<file path="config.mk">
export PLATFORM = sky130hd
export DESIGN_NAME = interrupt_sequencer
export DESIGN_NICKNAME = d
export VERILOG_FILES = /design/src/rtl/interrupt_pkg.sv /design/src/rtl/interrupt_sequencer.sv
export SDC_FILE = /design/constraint.sdc
export NUM_CORES = 1
export LEC_CHECK = 0
export ABC_AREA = 1
export BUFFER_PORTS_ARGS = -buffer_cell sky130_fd_sc_hd__buf_2
export CAP_MARGIN = 20
export CELL_PAD_IN_SITES_DETAIL_PLACEMENT = 0
export CELL_PAD_IN_SITES_GLOBAL_PLACEMENT = 1
export CORE_ASPECT_RATIO = 0.75
export CORE_MARGIN = 4
export CORE_UTILIZATION = 31
export DETAILED_ROUTE_END_ITERATION = 10
export PLACE_DENSITY = 0.89
export RECOVER_POWER = 50
export SLEW_MARGIN = 20
export SYNTH_ARGS = -nofsm -noshare
export SYNTH_HDL_FRONTEND = slang
export SYNTH_SLANG_ARGS = --single-unit
</file>
<file path="constraint.sdc">
create_clock -name clk_ph1 -period 1.6 [get_ports clk_ph1]
set_input_delay 0.16 -clock clk_ph1 [delete_from_list [all_inputs] [get_ports clk_ph1]]
set_output_delay 0.16 -clock clk_ph1 [all_outputs]
set_load 0.02 [all_outputs]
</file>
<file path="src/rtl/interrupt_pkg.sv">
`default_nettype none
// ============================================================================
// Module : interrupt_pkg
// Brief  : Shared states, sources, vectors and status-bit helpers for the
//          interrupt sequencer.
// Rev    : 1.0  initial release
// ============================================================================
package interrupt_pkg;

  typedef enum logic [2:0] {
    S_IDLE     = 3'd0,
    S_DUMMY    = 3'd1,
    S_PUSH_PCH = 3'd2,
    S_PUSH_PCL = 3'd3,
    S_PUSH_P   = 3'd4,
    S_VEC_LO   = 3'd5,
    S_VEC_HI   = 3'd6
  } state_t;

  typedef enum logic [1:0] {
    SRC_RESET = 2'd0,
    SRC_NMI   = 2'd1,
    SRC_IRQ   = 2'd2,
    SRC_BRK   = 2'd3
  } src_t;

  localparam logic [15:0] C_VEC_NMI    = 16'hFFFA;
  localparam logic [15:0] C_VEC_RESET  = 16'hFFFC;
  localparam logic [15:0] C_VEC_IRQ    = 16'hFFFE;
  localparam logic [7:0]  C_STACK_PAGE = 8'h01;

  localparam int C_P_BIT_I = 2;
  localparam int C_P_BIT_B = 4;
  localparam int C_P_BIT_U = 5;

  function automatic logic [15:0] vector_of(input src_t src);
    case (src)
      SRC_RESET: vector_of = C_VEC_RESET;
      SRC_NMI:   vector_of = C_VEC_NMI;
      default:   vector_of = C_VEC_IRQ;
    endcase
  endfunction

  function automatic logic [7:0] pushed_p(input logic [7:0] p, input logic brk);
    pushed_p            = p;
    pushed_p[C_P_BIT_U] = 1'b1;
    pushed_p[C_P_BIT_B] = brk;
  endfunction

endpackage
`default_nettype wire

</file>
<file path="src/rtl/interrupt_sequencer.sv">
`default_nettype none
// ============================================================================
// Module : interrupt_sequencer
// Brief  : Reset / NMI / IRQ / BRK entry sequence: dummy read, three stack
//          pushes, two vector reads. Optional macro INT_NMI_HIJACK_EN lets a
//          late NMI steal the vector of an IRQ/BRK sequence.
// Rev    : 1.0  initial release
// ============================================================================
module interrupt_sequencer
  import interrupt_pkg::*;
(
  input  logic        clk_ph1,
  input  logic        rst,
  input  logic        int_req,
  input  logic        nmi_pending,
  input  logic        irq_pending,
  input  logic        brk_op,
  input  logic        rdy,
  input  logic [15:0] pc_in,
  input  logic [7:0]  sp_in,
  input  logic [7:0]  p_in,
  input  logic [7:0]  din,
  output logic [15:0] addr,
  output logic [7:0]  dout,
  output logic        rw,
  output logic        sp_dec,
  output logic        pc_load,
  output logic [15:0] pc_out,
  output logic        set_i,
  output logic        busy,
  output logic        int_clr,
  output logic        nmi_clr,
  output logic        done
);

  state_t      r_state;
  state_t      w_next;
  src_t        r_src;
  src_t        w_src;
  logic        r_reset_seq;
  logic [15:0] r_vec;
  logic [7:0]  r_pc_lo;
  logic [15:0] r_pc_out;
  logic        w_int_go;
  logic        w_go;
  logic        w_stall;
  logic        w_hijack;

  // An int_req with nothing pending is spurious and does not start a sequence.
  assign w_int_go = int_req & (nmi_pending | irq_pending);
  assign w_go     = r_reset_seq | w_int_go | brk_op;
  assign w_stall  = ~rdy & ((r_state == S_DUMMY) | (r_state == S_VEC_LO) |
                            (r_state == S_VEC_HI));

  always_comb begin
    w_src = SRC_BRK;
    if (r_reset_seq)   w_src = SRC_RESET;
    else if (w_int_go) w_src = nmi_pending ? SRC_NMI : SRC_IRQ;
  end

`ifdef INT_NMI_HIJACK_EN
  assign w_hijack = (r_state == S_PUSH_P) && nmi_pending &&
                    ((r_src == SRC_IRQ) || (r_src == SRC_BRK));
  assign nmi_clr  = (r_state == S_PUSH_P) && ((r_src == SRC_NMI) || w_hijack);
`else
  assign w_hijack = 1'b0;
  assign nmi_clr  = (r_state == S_IDLE) && w_go && (w_src == SRC_NMI);
`endif

  always_ff @(posedge clk_ph1 or posedge rst) begin
    if (rst) begin
      r_state     <= S_IDLE;
      r_reset_seq <= 1'b1;
      r_src       <= SRC_RESET;
      r_vec       <= 16'h0000;
      r_pc_lo     <= 8'h00;
      r_pc_out    <= 16'h0000;
    end else begin
      r_state <= w_next;
      if ((r_state == S_IDLE) && w_go) begin
        r_src       <= w_src;
        r_vec       <= vector_of(w_src);
        r_reset_seq <= 1'b0;
      end
      if (w_hijack)
        r_vec <= C_VEC_NMI;
      if ((r_state == S_VEC_LO) && rdy)
        r_pc_lo <= din;
      if ((r_state == S_VEC_HI) && rdy)
        r_pc_out <= {din, r_pc_lo};
    end
  end

  always_comb begin
    w_next = r_state;
    case (r_state)
      S_IDLE:     if (w_go) w_next = S_DUMMY;
      S_DUMMY:    if (!w_stall) w_next = S_PUSH_PCH;
      S_PUSH_PCH: w_next = S_PUSH_PCL;
      S_PUSH_PCL: w_next = S_PUSH_P;
      S_PUSH_P:   w_next = S_VEC_LO;
      S_VEC_LO:   if (!w_stall) w_next = S_VEC_HI;
      S_VEC_HI:   if (!w_stall) w_next = S_IDLE;
      default:    w_next = S_IDLE;
    endcase
  end

  // Reset sequences walk the push states as reads so the stack is untouched.
  always_comb begin
    addr    = 16'h0000;
    dout    = 8'h00;
    rw      = 1'b1;
    sp_dec  = 1'b0;
    pc_load = 1'b0;
    set_i   = 1'b0;
    done    = 1'b0;
    int_clr = 1'b0;
    pc_out  = r_pc_out;
    busy    = (r_state != S_IDLE);
    case (r_state)
      S_DUMMY: addr = pc_in;
      S_PUSH_PCH: begin
        addr   = {C_STACK_PAGE, sp_in};
        dout   = pc_in[15:8];
        rw     = (r_src == SRC_RESET);
        sp_dec = 1'b1;
      end
      S_PUSH_PCL: begin
        addr   = {C_STACK_PAGE, sp_in};
        dout   = pc_in[7:0];
        rw     = (r_src == SRC_RESET);
        sp_dec = 1'b1;
      end
      S_PUSH_P: begin
        addr   = {C_STACK_PAGE, sp_in};
        dout   = pushed_p(p_in, r_src == SRC_BRK);
        rw     = (r_src == SRC_RESET);
        sp_dec = 1'b1;
      end
      S_VEC_LO: addr = r_vec;
      S_VEC_HI: begin
        addr    = r_vec + 16'd1;
        pc_out  = {din, r_pc_lo};
        pc_load = rdy;
        set_i   = rdy;
        done    = rdy;
        int_clr = rdy & (r_src != SRC_BRK);
      end
      default: ;
    endcase
  end

endmodule
`default_nettype wire
</file>
Word level (Yosys, flattened, before mapping)
Cells that the tools add are included.
{ "totals": {"ff_bits": 46, "out_inout_bits": 48, "elab_cells": 55} }
{ "op_classes": {"addsub": 1, "eq_ne": 13, "mux": 16, "bitwise": 9, "n_reduce_logical": 10} }
{ "ops": {"columns": ["op", "count"], "rows": [
  ["one-hot mux 16 bit (4 select lines)", 1],
  ["one-hot mux 8 bit (3 select lines)", 1],
  ["one-hot mux 3 bit (7 select lines)", 1],
  ["adder 16 x 1 -> 16 bit (second input constant)", 1],
  ["two-way mux 16 bit", 1],
  ["two-way mux 3 bit", 4],
  ["inequality test 2 bit (second input constant)", 5],
  ["== test 3 bit (second input constant)", 3],
  ["== test 3 x 2 -> 1 bit (second input constant)", 2],
  ["two-way mux 2 bit", 3],
  ["one-hot mux 3 bit (2 select lines)", 1],
  ["OR 1 bit", 5],
  ["logical AND 1 bit", 4],
  ["logical NOT 2 bit", 2],
  ["two-way mux 1 bit", 4],
  ["AND reduction 4 bit", 1],
  ["bitwise AND 1 bit", 3],
  ["== test 3 x 1 -> 1 bit (second input constant)", 1],
  ["logical NOT 3 bit", 1],
  ["nonzero test 3 bit", 1],
  ["OR reduction 3 bit", 1],
  ["== test 2 x 1 -> 1 bit (second input constant)", 1],
  ["== test 2 bit (second input constant)", 1],
  ["inverter 1 bit", 1]
]} }

Depth between registers and ports, before layout
{ "logic_depth": {"depth_word": 6, "ltp_mapped": 8, "depth_no_buf": 7} }

Least setup slack after synthesis
OpenSTA, ideal clock, no wires.
{ "synth_timing": {"kind": "register to output", "start": "register r_state[0]", "end": "output pc_out[10]", "arrival_time_ns": 1.289, "path_slack_ns": 0.151, "path_stages_with_launch": 5, "n_path_buf": 1, "cell_sequence": "dfrtp_1 > inv_2 > nand3_4 > clkbuf_1 > o21ai_0"} }
{ "synth_between": {"elab_chain_len": 2} }
{ "synth_rtl": {"columns": ["element", "line", "rtl"], "rows": [
  ["start: declaration", "interrupt_sequencer.sv:36", "state_t r_state;"],
  ["start signal: assignment", "interrupt_sequencer.sv:79", "r_state <= w_next;"],
  ["== test 3 bit", "interrupt_sequencer.sv:120", "case (r_state)"],
  ["two-way mux 16 bit", "interrupt_sequencer.sv:120", null],
  ["end: declaration", "interrupt_sequencer.sv:28", "output logic [15:0] pc_out,"]
]} }
No other way between the ends.

Worst setup path in the final report
{ "layout_timing": {"start": "register r_state[0]", "end": "output addr[12]"} }
{ "layout_between": {"elab_chain_len": 3, "elab_cells_between_ends": 8} }
{ "layout_rtl": {"columns": ["element", "line", "rtl"], "rows": [
  ["== test 3 bit / == test 3 x 2 -> 1 bit (equally long branches)", "interrupt_sequencer.sv:120", null],
  ["OR reduction 3 bit (no source line)", null, null],
  ["one-hot mux 16 bit (4 select lines) *", "interrupt_sequencer.sv:120", null],
  ["end: declaration", "interrupt_sequencer.sv:23", "output logic [15:0] addr,"]
]} }
Every way passes the cells marked *; elsewhere a longest branch is shown, timed or not.

==> results.json <==
{
  "place_ws_ns": 0.07055,
  "drive_gt1_share_pct": 40.05,
  "drtPass1Iterations": 4,
  "clock_skew_ns": 0.003496,
  "drt_iter0_markers": 82,
  "powerDensity_nw_per_um2": 2044,
  "synth_top_area_cell": "dfrtp_1",
  "violations": "setup timing",
  "hold_violations": 0,
  "cts_buffer_depth": 2,
  "rsz0062_at_grt": "true",
  "core_um2": 5976,
  "seq_power_share_pct": 24.2,
  "cts.sinks": 33,
  "syn-num-nets": 327,
  "path_max_fanout": 7,
  "nets": 438,
  "cts_tree": "yes",
  "combPwrFrac_pct": 66.0,
  "p_leak_uw": 0.001619,
  "grt_usage_pct": 14.42,
  "yosysTopAreaCellShare_pct": 40.76,
  "diodes": 0,
  "clockPowerShare_pct": 9.9,
  "htreeDepth": 2,
  "relSlewSlack_pct": 46.12,
  "p_switching_uw": 2836,
  "initial_core_util_pct": 32.87,
  "placed_cells": 446,
  "switching_share_pct": 47.19,
  "fillers": 587,
  "async_flop_share_pct": 100.0,
  "gr-total-overflow": 0,
  "crit_required_ns": 1.44,
  "crit_path_end_kind": "output port",
  "wl_per_cell_um": 12.21,
  "num_rows": 24,
  "via_per_inst": 4.528,
  "io_pins": 95,
  "clock_tree.root_cell": "clkbuf_8",
  "hp-class": "input port to flop",
  "io_buffers": 92,
  "syn2layout_area_growth_pct": 49.68,
  "max-vdd-ir-drop_v": 0.0005795,
  "numCtsBuffers": 5,
  "synthTopCellsByArea": "dfrtp_1, nand2_1, o21ai_0",
  "setup_viol": 46,
  "via_count": 2128,
  "tightest_slew_ns": 0.8082,
  "fin_cells": 470,
  "design.die.area_um2": 7688,
  "p_int_uw": 3174,
  "hpwl_mm": 4.119,
  "wl_mm": 5.737,
  "synth-seq-cells": 33,
  "crit_type": "flop to output port",
  "yosysMostFrequentCell": "nand2_1",
  "grt_first_pass_wirelength_mm": 9.059,
  "antenna_left": 0,
  "hold_start": "din[0]",
  "finalCriticalPeriod_ns": 1.723,
  "drv_slew": 0,
  "ys_types": 21,
  "antenna_found_initial": 0,
  "timing.rr.start": "r_state[2]",
  "netlist_area_um2": 1964,
  "start_kind": "flop",
  "die_w_um": 99.92,
  "setup_tns_ns": -3.531,
  "remaining_drc_errors": 0,
  "synth_edf_count": 0,
  "setup_slack_ns": -0.1231,
  "avgSynthCellArea_um2": 7.016,
  "finalCritPeriodShare_pct": 107.7,
  "die_y_um": 76.94,
  "seq_area_frac_synth_pct": 42.10,
  "synth_flop_cell": "dfrtp_1",
  "synth_cells": 280,
  "arrival_ns": 1.56,
  "utilization_pct": 49.20,
  "status": "finished, violations left",
  "clk_latency_ns": 0.28,
  "gp_congestion": 0.7810,
  "grt_pass1_vias": 1882,
  "grt_max_degree": 34,
  "hold_ws_ns": 0.1559,
  "drv_cap": 0,
  "startpoint": "r_state[0]",
  "clk_pin_slew_worst_paths_ns": 0.06,
  "fmax_mhz": 580.4,
  "synth_common_cells": "nand2_1, inv_1, dfrtp_1",
  "yosysWarnings": 0
}
==> cells by family (layout without fill, tap and decap cells) <==
kind of cell    count (synthesis)  count (layout)  share of synthesized area (%)
compound gates                 60              60                          16.62
buf+inv                        50             161                          12.04
flops                          33              33                          42.10
simple gates                  137             138                          29.24
==> per-stage QoR <==
stage | cell area, um^2 | power (uW)
floorplan | 1964 | 3524
global placement | 2505 | 4521
detailed placement | 2505 | 4551
CTS | 2828 | 5728
global route | 2940 | 6432
finish | 2940 | 6010
==> critical path, cell delays in order, from the launching register on <==
cell	delay, ns
dfrtp_2	0.44
buf_12	0.12
nand2_4	0.07
o21ai_4	0.25
nand2_4	0.12
o21ai_1	0.11
buf_4	0.16
==> cells in the final DEF (no fill, tap or decap), drive strengths merged <==
| cell | count |
|---|---|
| nand2 | 110 |
| o21ai | 52 |
| dlygate4sd3 | 1 |
| or2 | 1 |
| nand3 | 18 |
| dfstp | 1 |
| inv | 37 |
| a21oi | 2 |
| nor2 | 9 |
| buf | 114 |
| clkbuf | 9 |
| dfrtp | 32 |
| o211ai | 6 |
==> cell type report <==
cell class	count	area, um^2	share of cell area (%)
sequential	33	830.8	28.26
inverter	37	138.9	4.723
tap	78	97.59	3.319
clock buffer	8	80.08	2.723
timing repair buffer	116	780.7	26.55
multi-input combinational	198	1012	34.43
==> repair_timing <==
item / 4_1_cts / 5_1_grt
hold buffers: 1 / 0
pin swaps: 3 / 2
buffers inserted: 10 / 3
gates resized for setup: 59 / 24
setup endpoints to repair: 40 / 63
gates cloned: 2 / 0
endpoints found under the hold margin: 32 / 0
==> path summary, 6_finish.rpt <==
| check | slack [ns] | endpoint | depth (start not counted) |
|---|---|---|---|
| setup / recovery | -0.12 | addr[12] | 6 |
| hold / removal | 0.16 | r_pc_out[8] | 3 |
| setup reg to reg | 0.02 | r_pc_out[12] | 8 |
| hold reg to reg | 0.48 | r_reset_seq | 2 |
| max in group asynchronous | 0.39 | r_state[2] | 4 |
| min in group asynchronous | 0.65 | r_pc_lo[4] | 4 |
==> state kept, by name, summed over array words and instances (netlist names) <==
signal and count:
r_reset_seq 1, r_state 3, r_pc_lo 8, r_vec 3, r_pc_out 16, r_src 2
==> power by group through the flow <==
stage | clock network [uW] | logic (uW) | registers [uW]
finish | 593 | 3970 | 1450
global route | 664 | 4270 | 1500
CTS | 610 | 3690 | 1430
floorplan | 0 | 2150 | 1370
global placement | 0 | 3090 | 1430
detailed placement | 0 | 3120 | 1430
==> per-layer routing <==
metal	vias up	wire length, um	GRT usage, %
met4	0	33	4.093
met5	-	0	0
met3	4	170	2.811
met2	32	2837	22.90
met1	979	2696	19.82
li1	1113	-	-
Power figures use the tool's default switching activity.
